==> src/rtl/sseg_scan_driver.sv <==
// Four-digit common-anode seven-segment scan driver: frame-coherent digit
// snapshot, BCD decode, leading-zero blanking, per-digit dp and anode guard.
module sseg_scan_driver #(
    parameter int REFRESH_DIV = 100000,
    parameter int GUARD       = 2
) (
    input  logic        clk,
    input  logic        reset_n,
    input  logic        display_en,
    input  logic        lzb_en,
    input  logic [15:0] digits,
    input  logic [3:0]  dp_mask,
    output logic [3:0]  an,
    output logic [6:0]  seg,
    output logic        dp
);

    localparam int CNT_W = (REFRESH_DIV > 1) ? $clog2(REFRESH_DIV) : 1;
    localparam logic [CNT_W-1:0] CNT_LAST = CNT_W'(REFRESH_DIV - 1);
    localparam logic [CNT_W-1:0] GUARD_LD = CNT_W'(GUARD);
    localparam logic [CNT_W-1:0] CNT_ONE  = CNT_W'(1);

    logic [CNT_W-1:0] cnt_q, cnt_d;
    logic [CNT_W-1:0] guard_q, guard_d;
    logic [1:0]       idx_q, idx_d;
    logic [15:0]      sh_dig_q, sh_dig_d;
    logic [3:0]       sh_dp_q, sh_dp_d;
    logic             sh_lzb_q, sh_lzb_d;
    logic             seg_upd_q, seg_upd_d;
    logic [3:0]       an_q, an_d;
    logic [6:0]       seg_q, seg_d;
    logic             dp_q, dp_d;

    logic             tick;
    logic             guard_done;
    logic [3:0]       cur_dig;
    logic [3:0]       blank_vec;
    logic             blank_cur;
    logic             slot_visible;

    function automatic logic [6:0] bcd_to_seg(input logic [3:0] d);
        logic [6:0] p;
        case (d)
            4'd0:    p = 7'b1000000;
            4'd1:    p = 7'b1111001;
            4'd2:    p = 7'b0100100;
            4'd3:    p = 7'b0110000;
            4'd4:    p = 7'b0011001;
            4'd5:    p = 7'b0010010;
            4'd6:    p = 7'b0000010;
            4'd7:    p = 7'b1111000;
            4'd8:    p = 7'b0000000;
            4'd9:    p = 7'b0010000;
            default: p = 7'b0111111;
        endcase
        return p;
    endfunction

    always_comb begin
        tick       = (cnt_q == CNT_LAST);
        guard_done = (guard_q == CNT_ONE);

        cnt_d   = tick ? '0 : cnt_q + CNT_ONE;
        idx_d   = tick ? idx_q + 2'd1 : idx_q;

        guard_d = guard_q;
        if (tick) begin
            guard_d = GUARD_LD;
        end else if (guard_q != '0) begin
            guard_d = guard_q - CNT_ONE;
        end

        // Shadow copies refresh only as the scan wraps to digit 0.
        sh_dig_d = sh_dig_q;
        sh_dp_d  = sh_dp_q;
        sh_lzb_d = sh_lzb_q;
        if (tick && idx_q == 2'd3) begin
            sh_dig_d = digits;
            sh_dp_d  = dp_mask;
            sh_lzb_d = lzb_en;
        end

        case (idx_q)
            2'd0:    cur_dig = sh_dig_q[3:0];
            2'd1:    cur_dig = sh_dig_q[7:4];
            2'd2:    cur_dig = sh_dig_q[11:8];
            default: cur_dig = sh_dig_q[15:12];
        endcase

        blank_vec[3] = sh_lzb_q && (sh_dig_q[15:12] == 4'd0);
        blank_vec[2] = blank_vec[3] && (sh_dig_q[11:8] == 4'd0);
        blank_vec[1] = blank_vec[2] && (sh_dig_q[7:4] == 4'd0);
        blank_vec[0] = 1'b0;
        blank_cur    = blank_vec[idx_q];
        slot_visible = !blank_cur || sh_dp_q[idx_q];

        seg_upd_d = tick;
        seg_d     = seg_q;
        dp_d      = dp_q;
        if (seg_upd_q) begin
            seg_d = blank_cur ? 7'b1111111 : bcd_to_seg(cur_dig);
            dp_d  = ~sh_dp_q[idx_q];
        end

        // Anode goes dark on every slot change and relights only at guard expiry.
        an_d = an_q;
        if (tick) begin
            an_d = 4'b1111;
        end else if (guard_done && slot_visible) begin
            an_d = ~(4'b0001 << idx_q);
        end
        if (!display_en) begin
            an_d = 4'b1111;
        end
    end

    always_ff @(posedge clk or negedge reset_n) begin
        if (!reset_n) begin
            cnt_q     <= '0;
            guard_q   <= '0;
            idx_q     <= 2'd3;
            sh_dig_q  <= '0;
            sh_dp_q   <= '0;
            sh_lzb_q  <= 1'b0;
            seg_upd_q <= 1'b0;
            an_q      <= 4'b1111;
            seg_q     <= 7'b1111111;
            dp_q      <= 1'b1;
        end else begin
            cnt_q     <= cnt_d;
            guard_q   <= guard_d;
            idx_q     <= idx_d;
            sh_dig_q  <= sh_dig_d;
            sh_dp_q   <= sh_dp_d;
            sh_lzb_q  <= sh_lzb_d;
            seg_upd_q <= seg_upd_d;
            an_q      <= an_d;
            seg_q     <= seg_d;
            dp_q      <= dp_d;
        end
    end

    assign an  = an_q;
    assign seg = seg_q;
    assign dp  = dp_q;

endmodule
==> config.mk <==
export PLATFORM = sky130hd
export DESIGN_NAME = sseg_scan_driver
export DESIGN_NICKNAME = d
export VERILOG_FILES = /design/src/rtl/sseg_scan_driver.sv
export SDC_FILE = /design/constraint.sdc
export NUM_CORES = 1
export LEC_CHECK = 0
export ABC_CLOCK_PERIOD_IN_PS = 3100
export CORE_ASPECT_RATIO = 0.8
export CORE_MARGIN = 4
export CORE_UTILIZATION = 40
export DETAILED_ROUTE_END_ITERATION = 6
export GPL_TIMING_DRIVEN = 1
export PLACE_DENSITY_LB_ADDON = 0.15
export REMOVE_ABC_BUFFERS = 1
export SLEW_MARGIN = 20
export SYNTH_ARGS = -nofsm -noshare
export SYNTH_HDL_FRONTEND = slang
export SYNTH_SLANG_ARGS = --single-unit
==> constraint.sdc <==
create_clock -name clk -period 3.1 [get_ports clk]
set_input_delay 0.31 -clock clk [delete_from_list [all_inputs] [get_ports clk]]
set_output_delay 0.31 -clock clk [all_outputs]
set_load 0.05 [all_outputs]
==> impl_results.md, run 1 <==
* Status: complete, no violations
* Clock tree from TritonCTS: done
* RePlAce Congestion at 0.7922
* Maxcap violations at 0
* Port Buffers at 35
* Root Driver: clkbuf_16
* Initial antenna violation count at 0
* HPWL Detailed at ~5300 um
* Clock Tree Buf Depth at 2
* Synth async-reset ratio at 1.000
* Core area at between 0.008 and 0.009 mm^2
* Crit-path max cell delay at slightly below 0.6 ns
* Cell total after placement at 463
* Inserted Clock Buffers at 9
* Worst min path class: primary input to async pin
* Clk slew on worst S/H paths at roughly 0.060 ns
* Critical Path RT at about 3.4 ns
* Setup TNS at 0 ns
* Total Power at ~2.2 mW
* Diodes inserted at 0
* Grt ovf at 0
* Post-route ant nets at 0
* Crit path cell chain: inv_1 > ha_1 > a222oi_1 > mux2_2 > inv_1 > ha_1 > a21oi_1 > nor2_1 > o32a_1
* IO Count at 36
* Iter 0 DRT Violations at around 120
* Crit-path slowest cell: dfstp_2
* PnR worst setup slack at 0.4898 ns
* CTS H-tree depth at 3
* Nets at approximately 400
* Post-synthesis cell count at between 300 and 400
* Pwr dens at 491.8 mW/mm^2
* Via density per instance at 5.232
* Hold Slack at ~0.036 ns
* DRC viols at 0
* WS Path Type: flop to flop
* Die Span Y at between 90 and 100 um
* Fin crit share at 0.8420
* Sequential fraction of the synthesis area at 0.4903
* Share of layout cells above drive strength 1 at 0.1798
* Hold Fails Final Rpt at 0
* Worst-path fanout max at 7
* Post-Layout Cell Count at ~480
* Count of cell types in the netlist at between 40 and 50
* FF+latch count, synth at 70
* Leakage at ~1.9 nW
* Post-CTS Setup Bufs at 0
* Die Wd at 114.2 um
* Fin Clk Skew at about 0.005 ns
* DRT Wirelength at 7647 um
* WL per Instance at 15.96 um
* GRT Overall Usage at 0.1543
* Worst-Margin Slew at approximately 0.7 ns
* Drt pass-1 iters at 4
* Crit end category: flop
* Post-synth top area cell: dfrtp_1
* Area grow syn2layout at 21.74%
* Largest net degree at the start of global routing at 32
* Max VDD drop at slightly above 0.0003 V
* Vias in the first global route at approximately 2500
* Clock insertion delay at the later pin of the skew report at between 0.3 and 0.4 ns
* Slew Viols, Final at 0
* Cts hold-fix bufs at 0
* Dpl ws at about 0.55 ns
* First-pass GRT wire length at between 10000 and 15000 um
* Syn. warnings at 0
* DR vias at between 2000 and 3000
* Arrival time at the worst endpoint at ~2.9 ns
* Post-synth EDFFs at 0
* Fin crit period at ~2.6 ns
* Post-CTS Resized at 0
* FP Rows at 30
* RSZ-0062 raised after global routing: false
* Endpoints failing setup at 0
* Area contributors post-synth: dfrtp_1, dfstp_2, mux2_4
* Worst setup SP type: flop
* Synth Flop Type: dfrtp_1
* Full die area at ~0.011 mm^2
* Mapped Avg Cell Area at ~11 um^2
* CP delay by family, top: compound AO/OA/AOI/OAI gates
* Top cell type's share of synthesized area at 0.3883
* Worst slew margin relative to its limit at 0.5289
* Syn Std Cell Area at 0.003608 mm^2
* Sink Count at 70
* Initial Util at 0.4180
* CP bufs+invs at 2
* Filler Cell Count at 775
* Fmax at roughly 380 MHz
==> registers in the layout, indices dropped and copies added, names as in the netlist <==
register / cells
an: 4
cnt_q: 17
dp: 1
guard_q: 17
idx_q: 2
seg: 7
seg_upd_q: 1
sh_dig_q: 16
sh_dp_q: 4
sh_lzb_q: 1
==> cell families after synthesis <==
| kind of cell | after synthesis | synth area share |
|---|---|---|
| compound gates | 40 | 0.08565 |
| xor+xnor | 29 | 0.07039 |
| fa+ha+maj | 12 | 0.04161 |
| buf+inv | 25 | 0.03086 |
| flops | 70 | 0.4903 |
| mux | 31 | 0.1189 |
| simple gates | 115 | 0.1623 |
==> per-stage QoR <==
stage | util | area (um^2)
finish | 0.5088 | 4393
global route | 0.5088 | 4393
CTS | 0.5088 | 4393
detailed placement | 0.4713 | 4069
global placement | 0.4713 | 4069
floorplan | - | 3553
==> cell usage after synthesis (2+ instances only) <==
| cell | n |
|---|---|
| and4_1 | 3 |
| buf_2 | 2 |
| o21ai_0 | 6 |
| and2_1 | 2 |
| nor3_1 | 7 |
| nand3_1 | 18 |
| o2111ai_1 | 4 |
| xor2_1 | 15 |
| or3_1 | 5 |
| nand4_1 | 6 |
| mux2_2 | 5 |
| a21oi_1 | 8 |
| a222oi_1 | 4 |
| and3_1 | 3 |
| nand2_1 | 12 |
| o211ai_1 | 9 |
| mux2_4 | 20 |
| clkbuf_1 | 6 |
| xnor2_1 | 14 |
| nand2b_1 | 2 |
| dfrtp_1 | 56 |
| ha_1 | 12 |
| dfstp_2 | 14 |
| nor2b_1 | 3 |
| buf_6 | 2 |
| nor2_1 | 44 |
| inv_1 | 15 |
| nor4_1 | 4 |
| mux2i_1 | 5 |
| o32a_1 | 3 |
==> where the power goes <==
group	internal (mW)	switching [mW]	leakage [nW]
clock	0.728	0.390	0.156
combinational	0.0548	0.0474	0.903
sequential	0.929	0.0112	0.865
==> final cells by class <==
type                       instances  area (um^2)  area share
timing repair buffer              39        375.4     0.08545
sequential                        70         1769      0.4027
inverter                          15        56.30     0.01282
multi-input combinational        227         1728      0.3933
clock buffer                      11        242.7     0.05525
clock inverter                     5        81.33     0.01851
tap                              112        140.1     0.03190
==> path summary, 6_finish.rpt <==
kind | startpoint | end | slack [ns] | cells past startpoint
hold reg to reg | dp | dp | 0.49 | 2
max in group asynchronous | reset_n | seg[4] | 2.25 | 2
min in group clk | dp | dp | 0.49 | 2
hold / removal | reset_n | cnt_q[3] | 0.04 | 1
setup / recovery | idx_q[0] | seg[1] | 0.49 | 9
setup reg to reg | idx_q[0] | seg[1] | 0.49 | 9
==> cells in the final DEF (no fill, tap or decap), types with 7 or more instances in the layout <==
cell	synthesis	final
dfrtp_1	56	56
nor2_1	44	44
clkdlybuf4s50_1	0	34
mux2_4	20	20
nand3_1	18	18
inv_1	15	15
xor2_1	15	15
xnor2_1	14	14
dfstp_2	14	14
nand2_1	12	12
ha_1	12	12
o211ai_1	9	9
clkbuf_16	0	9
a21oi_1	8	8
nor3_1	7	7
==> metal layers <==
layer	up-vias	GRT usage	wire length [um]
met5	-	0	0
met4	0	0.03165	85
met3	8	0.05748	293
met2	60	0.2003	3132
met1	1203	0.2403	4135
li1	1235	-	-
Power figures use the tool's default switching activity.
==> run 2: changes to the inputs <==
ABC_CLOCK_PERIOD_IN_PS = 2200   (was 3100)
clock period = 2.2 ns   (was 3.1 ns; I/O delays follow)
==> run 2 against run 1 <==
Effect of this change: worst hold slack improved by 0.39 ns; clock skew rose by 0.0021 ns; register-to-register slack got worse by 0.44 ns; global-route usage rose by 0.24 points; via count rose by 2.2%; first-iteration DRC count fell by 30%; highest routed layer unchanged.
==> impl_results.md, run 2 (synthesis gave the netlist of run 1 again) <==
* GRT Overall Usage at 0.1568
* Initial Util at 0.4180
* Total Power at between 3 and 4 mW
* Worst-Margin Slew at 0.6684 ns
* CP delay by family, top: compound AO/OA/AOI/OAI gates
* Diodes inserted at 0
* First-pass GRT wire length at 12930 um
* Worst slew margin relative to its limit at 0.5503
* Crit path cell chain: inv_2 > ha_4 > a222oi_1 > mux2_4 > a21oi_1 > a31o_2 > o32a_1
* Endpoints failing setup at 0
* RePlAce Congestion at 0.8458
* Clock Tree Buf Depth at 2
* Die Span Y at 92.95 um
* Register-to-Register Path Depth at 7
* HPWL Detailed at between 5000 and 6000 um
* Nets at about 420
* CP bufs+invs at 1
* Critical Path RT at between 2 and 2.5 ns
* Crit-path slowest cell: dfstp_2
* Clk slew on worst S/H paths at roughly 0.06 ns
* RR Startpoint: idx_q[0]
* Worst setup SP type: flop
* Top Registers: cnt_q x17, guard_q x17, sh_dig_q x16
* Maxcap violations at 0
* Via density per instance at about 5
* Initial antenna violation count at 0
* Crit end category: flop
* Status: complete, no violations
* Reg2reg setup slack at between 0.04 and 0.05 ns
* Max VDD drop at 0.0004442 V
* Inserted Clock Buffers at 9
* Hold Fails Final Rpt at 0
* Worst min path class: primary input to async pin
* Drt pass-1 iters at 6
* Iter 0 DRT Violations at 83
* DR vias at between 2000 and 3000
* CTS H-tree depth at 3
* Fmax at ~460 MHz
* Cell total after placement at 480
* Clock tree from TritonCTS: done
* Critical R2R Capture: seg[0]
* DRC viols at 0
* Crit path launch: idx_q[0]
* Pwr dens at approximately 660 mW/mm^2
* Die Wd at roughly 110 um
* Crit-path max cell delay at between 0.5 and 0.6 ns
* WL per Instance at 15.49 um
* Largest net degree at the start of global routing at between 40 and 50
* Fin crit share at 0.9781
* DRT Wirelength at 7731 um
* Core area at roughly 0.0086 mm^2
* Root Driver: clkbuf_16
* Slew Viols, Final at 0
* Fin crit period at about 2.2 ns
* Grt ovf at 0
* Commonest non-fill, non-tap cell in the layout: dfrtp_1
* RSZ-0062 raised after global routing: false
* Share of layout cells above drive strength 1 at 0.2506
* Commonest non-fill, non-tap cells in the layout: dfrtp_1, nor2_1, clkdlybuf4s50_1, mux2_4, buf_4
* Vias in the first global route at ~2500
* Port Buffers at 35
* Full die area at about 0.011 mm^2
* Sink Count at 70
* Arrival time at the worst endpoint at approximately 2.4 ns
* Leakage at roughly 2.0 nW
* FP Rows at 30
* Clock insertion delay at the later pin of the skew report at between 0.3 and 0.4 ns
* IO Count at 36
* Post-Layout Cell Count at around 500
* Worst-path fanout max at 5
* Area grow syn2layout at 28.85%
* Post-route ant nets at 0
* WS Path Type: flop to flop
* Fin Clk Skew at roughly 0.0071 ns
## run 2: cell types whose count changed in the layout (fill, tap and decap cells not counted), sizes merged
cell,previous run,this run
inv,16,15
dlygate4sd3,0,1
clkbuf,11,10
clkinv,1,2
clkinvlp,1,2
buf,5,24
## run 2: layout make-up
type	instances	area [um^2]
inverter	15	56.30
multi-input combinational	227	1812
fill	764	3984
tap	112	140.1
timing repair buffer	59	548.0
clock buffer	10	239.0
clock inverter	6	85.08
sequential	70	1769
## run 2: stage by stage
step	setup TNS [ns]	hold slack [ns]	instance area, um^2	setup WS, ns	utilization
after floorplan	-24.55	-0.07559	3553	-1.168	-
after global placement	0	0.2364	4209	0.03049	0.4875
after detailed placement	-0.07221	0.2344	4209	-0.04281	0.4875
after CTS	0	0.4576	4572	0.005328	0.5296
after global routing	0	0.4908	4649	0.001645	0.5386
final	0	0.4294	4649	0.04818	0.5386
## run 2: power by group
part	leakage, nW	switching [mW]	total, mW	internal, mW
Combinational	1.02	0.0696	0.161	0.0913
Sequential	0.865	0.0166	1.33	1.31
Clock	0.154	0.556	1.57	1.02
Total	2.04	0.642	3.06	2.42
## run 2: per-layer routing
| layer | wire [um] | GRT usage | up-vias |
|---|---|---|---|
| li1 | - | - | 1270 |
| met1 | 4166 | 0.2312 | 1241 |
| met2 | 3155 | 0.2139 | 40 |
| met3 | 297 | 0.04703 | 9 |
| met4 | 111 | 0.05836 | 0 |
| met5 | 0 | 0 | - |
## run 2: worst reg2reg max path: stages (launching register included)
cell and delay, ns:
dfstp_2 0.53, inv_2 0.07, ha_4 0.18, a222oi_1 0.43
mux2_4 0.24, a21oi_1 0.08, a31o_2 0.23, o32a_1 0.32
## run 2: worst max path at each step
stage	end	slack, ns	cells after the start
floorplan	sh_dig_q[0]	-1.17	4
global placement	seg[1]	0.03	9
CTS	seg[1]	0.005	9
global route	seg[0]	0.002	8
detailed placement	seg[1]	-0.04	9
finish	seg[0]	0.05	7
## run 2: repair_timing
action	4_1_cts	5_1_grt
resized for setup	5	15
endpoints found under the setup margin	4	10
hold buffers	1	0
pin swaps	3	6
endpoints found under the hold margin	16	0
buffers inserted	1	1
==> edit 1: new RTL, config.mk and constraints of run 1 <==
`REFRESH_DIV`: 100000 -> 200000.
--- a/src/rtl/sseg_scan_driver.sv
+++ b/src/rtl/sseg_scan_driver.sv
@@ -1,7 +1,7 @@
 // Four-digit common-anode seven-segment scan driver: frame-coherent digit
 // snapshot, BCD decode, leading-zero blanking, per-digit dp and anode guard.
 module sseg_scan_driver #(
-    parameter int REFRESH_DIV = 100000,
+    parameter int REFRESH_DIV = 200000,
     parameter int GUARD       = 2
 ) (
     input  logic        clk,
Behaviour: no difference found for any inputs over 10 cycles, from zero or initial values and one cycle with reset_n low; that may be too few to reach the edited logic, so the function may still have changed.
==> edit 1 against run 1 <==
Clock skew rose by 0.00086 ns. Power is 2.2% lower. Wire length decreased by 3.6%. Utilization fell by 0.12 points. Sequential cell count grew 2. Synthesized area increased by 0.49%. First-iteration DRC count up 15%. Design area up 0.20%. Global-route usage fell by 0.34 points. Setup slack improved by 0.061 ns.
==> edit 1: results (changes against run 1) <==
| Metric | Value |
|---|---|
| Status | `finished, final reports clean` |
| RR Startpoint | `idx_q[0]` |
| CTS root buf | `clkbuf_16` |
| Detailed Place HPWL | `5.23 mm (-1.6%)` |
| First-pass GRT wire length | `12.6 mm (-1.5%)` |
| DR vias | `2521 (+0.60%)` |
| Layout Nets | `401 (+0.75%)` |
| Final Cycle Share | `82.2% (-2.0 points)` |
| Largest net degree at the start of global routing | `42 (+31%)` |
| Clock Skews | `0.00588 ns (+0.000860 ns)` |
| Worst-Skew Late Latency | `0.33 ns (about the same)` |
| DRT iter0 DRCs | `137 (+15%)` |
| Largest cells by area after synthesis | `dfrtp_1 40%, dfstp_2 10%, mux2_4 8.3%` |
| Maximum VDD drop | `306 uV (-0.90%)` |
| Worst Reg-to-Reg Cells | `9 (unchanged)` |
| Netlist cell types | `48 (+12%)` |
| Fraction of layout cells with a size suffix above 1 | `17.8% (-0.19 points)` |
| Diode count | `0 (unchanged)` |
| Worst slew margin | `39.2% (-14 points)` |
| Total CTS buffers | `9 (unchanged)` |
| Fillers | `757 (-2.3%)` |
| CTS resizes | `0 (unchanged)` |
| RePlAce Congestion | `0.848 (+7.1%)` |
| Regs by FF count | `cnt_q (18), guard_q (18), sh_dig_q (16)` |
| Asr flop ratio synth | `100% (unchanged)` |
| DR pass1 iterations | `6 (+2)` |
| Crit path DAT | `2.81 ns (-0.05 ns)` |
| Flop-to-flop setup slack | `0.55 ns (+0.06 ns)` |
| Post-CTS Setup Repair Bufs | `0 (unchanged)` |
| Leakage | `1.96 nW (+2.0%)` |
| Pre-CTS WS | `0.600 ns (+0.0459 ns)` |
| GR Util All Layers | `15.1% (-0.34 points)` |
| H-tree depth | `3 (unchanged)` |
| Worst-case clock buffer depth | `2 (unchanged)` |
| CP max FO | `7 (unchanged)` |
| I/O Buffers | `35 (unchanged)` |
| Worst-path clk slew | `0.06 ns (about the same)` |
| Seq/Total Area, Yosys | `50.2% (+1.1 points)` |
| DRT Wirelength | `7.37 mm (-3.6%)` |
| Initial antenna violation count | `0 (unchanged)` |
| Hold crit path type | `input pin to asynchronous set/reset pin` |
| RR Endpoint | `seg[1]` |
| Warnings from Yosys | `0 (unchanged)` |
| Commonest cells post-synth | `58 x dfrtp_1, 35 x nor2_1, 25 x nand3_1` |
| Critical Path Start Type | `register` |
[edit 1: cells by family after synthesis]
logic type | count (synthesis) | share of synthesized area, %
buffers and inverters | 20 | 2.62
AO/OA/AOI/OAI | 41 | 7.66
XOR/XNOR | 26 | 6.28
multiplexers | 30 | 11.6
AND/OR/NAND/NOR | 123 | 17.8
adder cells (fa/ha/maj) | 11 | 3.80
flip-flops | 72 | 50.2
[edit 1: area by class of cell]
cell class	count	share of cell area, %
Clock buffer	13	5.91
Clock inverter	3	0.966
Inverter	12	1.02
Multi-Input combinational cell	231	38.9
Sequential cell	72	41.3
Tap cell	112	3.18
Timing Repair Buffer	40	8.70
[edit 1: worst max path at each step]
stage	to	cells after the start
CTS	seg[1]	9
floorplan	sh_dig_q[0]	5
global placement	seg[1]	9
finish	seg[1]	9
detailed placement	seg[1]	9
global route	seg[1]	9
[edit 1: critical path, stage by stage (launching register included)]
cell,delay (ns)
dfstp_2,0.59
inv_1,0.10
ha_1,0.27
a222oi_1,0.37
mux2_2,0.31
inv_1,0.10
ha_1,0.24
a21oi_1,0.15
nor2_1,0.06
o32a_1,0.28
[edit 1: where the power goes]
part	switching (W)	internal [W]	total (W)
clock	0.000381	0.000666	0.00105
sequential	0.0000120	0.000955	0.000967
combinational	0.0000437	0.0000544	0.0000981
total	0.000437	0.00168	0.00211
[edit 1: layer usage]
metal	vias to the layer above	track usage (%)	routed length, microns
li1	1244	-	-
met1	1210	23.3	3970
met2	59	19.5	2910
met3	8	5.63	388
met4	0	3.86	101
met5	-	0	0
[edit 1: metrics by stage]
step / total power, W / area [sq um] / cells / hold WS, ns
floorplan: 0.00102 / 3580 / 315 / 0.0144
global placement: 0.00108 / 4100 / 467 / 0.465
detailed placement: 0.00108 / 4100 / 467 / 0.472
CTS: 0.00214 / 4400 / 483 / 0.147
global route: 0.00219 / 4400 / 483 / 0.203
finish: 0.00211 / 4400 / 483 / 0.114
==> edit 2: new RTL, settings of run 1 <==
Without the edit above. Take the reset off `sh_dig_q` and `sh_dp_q` and load them in a clocked block of their own.
--- a/src/rtl/sseg_scan_driver.sv
+++ b/src/rtl/sseg_scan_driver.sv
@@ -119,8 +119,6 @@
             cnt_q     <= '0;
             guard_q   <= '0;
             idx_q     <= 2'd3;
-            sh_dig_q  <= '0;
-            sh_dp_q   <= '0;
             sh_lzb_q  <= 1'b0;
             seg_upd_q <= 1'b0;
             an_q      <= 4'b1111;
@@ -130,8 +128,6 @@
             cnt_q     <= cnt_d;
             guard_q   <= guard_d;
             idx_q     <= idx_d;
-            sh_dig_q  <= sh_dig_d;
-            sh_dp_q   <= sh_dp_d;
             sh_lzb_q  <= sh_lzb_d;
             seg_upd_q <= seg_upd_d;
             an_q      <= an_d;
@@ -140,6 +136,11 @@
         end
     end
 
+    always_ff @(posedge clk) begin
+        sh_dig_q <= sh_dig_d;
+        sh_dp_q  <= sh_dp_d;
+    end
+
     assign an  = an_q;
     assign seg = seg_q;
     assign dp  = dp_q;
Check against the original RTL: same outputs for any inputs over 10 cycles, from zero or initial values and one cycle with reset_n low; that may be too few to reach the edited logic, so the function may still have changed.
==> edit 2 against run 1 <==
Sequential cell count stayed put. Clock skew hardly changed. Synthesized area is 5.4% lower. Setup slack better by 0.10 ns. Wire length shrank 8.5%. Final cell count shrank 5.0%. Die area decreased by 5.0%. Non-clock buffer count increased by 2. Design area fell by 4.9%. Maximum frequency up 4.0%.
Power is not compared: it rests on default switching activity, and its combinational part moved more than twofold at a synthesized area within 25%.
==> edit 2: results (changes against run 1) <==
| Metric | Value |
|---|---|
| Fillers | `711 (-8.3%)` |
| Number of synthesized flops with an enable pin | `20 (+20)` |
| Worst slew margin | `62.3% (+9.5 points)` |
| Detailed Place HPWL | `5.08 mm (-4.4%)` |
| Asr flop ratio synth | `71.4% (-29 points)` |
| Average wire per standard cell | `15.4 microns (-3.7%)` |
| DR pass1 iterations | `6 (+2)` |
| Largest cells by area after synthesis | `dfrtp_1 26%, edfxtp_1 18%, dfstp_2 11%` |
| CTS root buf | `clkbuf_8` |
| DR vias | `2354 (-6.1%)` |
| Crit path DAT | `2.78 ns (-0.08 ns)` |
| Met1 Resource Use GR | `22.2% (-1.9 points)` |
| Status | `finished, final reports clean` |
| Post-Synthesis Cells | `298 (-7.5%)` |
| Pre-CTS WS | `0.624 ns (+0.0698 ns)` |
| Vias in the first global route | `2391 (-5.0%)` |
| Layout Nets | `378 (-5.0%)` |
| Cells after DPL | `438 (-5.4%)` |
| RePlAce Congestion | `0.855 (+7.9%)` |
| Final cell count without fillers | `455 (-5.0%)` |
| Fraction of layout cells with a size suffix above 1 | `15.0% (-3.0 points)` |
| Clock Skews | `0.00525 ns (+0.000225 ns)` |
| Worst-Skew Late Latency | `around 0.34 ns` |
| First-pass GRT wire length | `12.1 mm (-4.9%)` |
| Netlist cell types | `54 (+26%)` |
| Global-route track usage on met3 | `5.09% (-0.66 points)` |
| Diode count | `0 (unchanged)` |
| GR Util All Layers | `15.0% (-0.44 points)` |
| Met2 global-route usage | `20.6% (+0.60 points)` |
| Worst-path clk slew | `0.08 ns (+0.02 ns)` |
| Flop-to-flop setup slack | `0.59 ns (+0.10 ns)` |
==> edit 2: cell count changes in the layout (fill, tap and decap cells not counted), moves of 4 or more <==
cell       before  now
clkbuf_16       9    0
clkbuf_8        1    9
dfrtp_1        56   36
edfxtp_1        0   20
inv_1          15   11
mux2_4         20    1
o21ai_0         6    1
o21ai_1         0    6
==> edit 2: routing by layer <==
layer,vias to the layer above,wire length [microns]
met5,-,0
met4,0,59
met3,6,406
met2,63,2950
met1,1126,3580
li1,1159,-
==> edit 2: per-stage QoR <==
step / power (W) / utilization [%] / hold WS (ns)
6_report: 0.00197 / 51.4 / 0.489
3_5_place_dp: 0.00101 / 48.0 / 0.343
2_1_floorplan: 0.000969 / - / 0.0144
3_3_place_gp: 0.00101 / 48.0 / 0.336
5_1_grt: 0.00205 / 51.4 / 0.488
4_1_cts: 0.00200 / 51.4 / 0.493
==> edit 2: worst max-delay path by stage <==
stage                     startpoint     end  slack (ns)  cells after the start
after global placement      idx_q[0]  seg[1]        0.71                      9
final                       idx_q[0]  seg[1]        0.59                      9
after detailed placement    idx_q[0]  seg[1]        0.62                      9
after global routing        idx_q[0]  seg[1]        0.45                      9
after CTS                   idx_q[0]  seg[1]        0.60                      9
after floorplan             idx_q[0]  seg[1]        0.88                      9
==> edit 2: what timing repair did <==
action / 4_1_cts / 5_1_grt
setup endpoints to repair: 0 / 0
hold buffers: 1 / 0
hold endpoints to repair: 15 / 0
==> edit 2: cell families after synthesis <==
group	after synthesis	synth area share [%]
fa+ha+maj	12	4.40
buf+inv	23	2.67
mux	11	3.88
xor+xnor	29	7.44
compound gates	41	9.31
flops	70	54.7
simple gates	112	17.6
==> edit 2: power breakdown <==
part,leakage [nW],switching (W),internal [W]
Sequential,0.814,0,0.000950
Clock,0.134,0.000356,0.000620
Combinational,0.717,0.0000174,0.0000272
==> edit 2: layout make-up <==
| cell class | instances | share of cell area [%] |
|---|---|---|
| clock buffer | 9 | 2.96 |
| clock inverter | 7 | 3.50 |
| inverter | 15 | 1.35 |
| multi-input combinational | 205 | 34.8 |
| sequential | 70 | 44.7 |
| tap | 108 | 3.23 |
| timing repair buffer | 41 | 9.40 |
==> edit 2: worst max-delay path, cell delays in order (launching register included) <==
cell and delay (ns):
dfstp_2 0.60, inv_1 0.11, ha_1 0.27, a222oi_1 0.37, mux2_2 0.33, inv_2 0.07
ha_1 0.23, a21oi_1 0.13, nor2_1 0.05, o32a_1 0.28
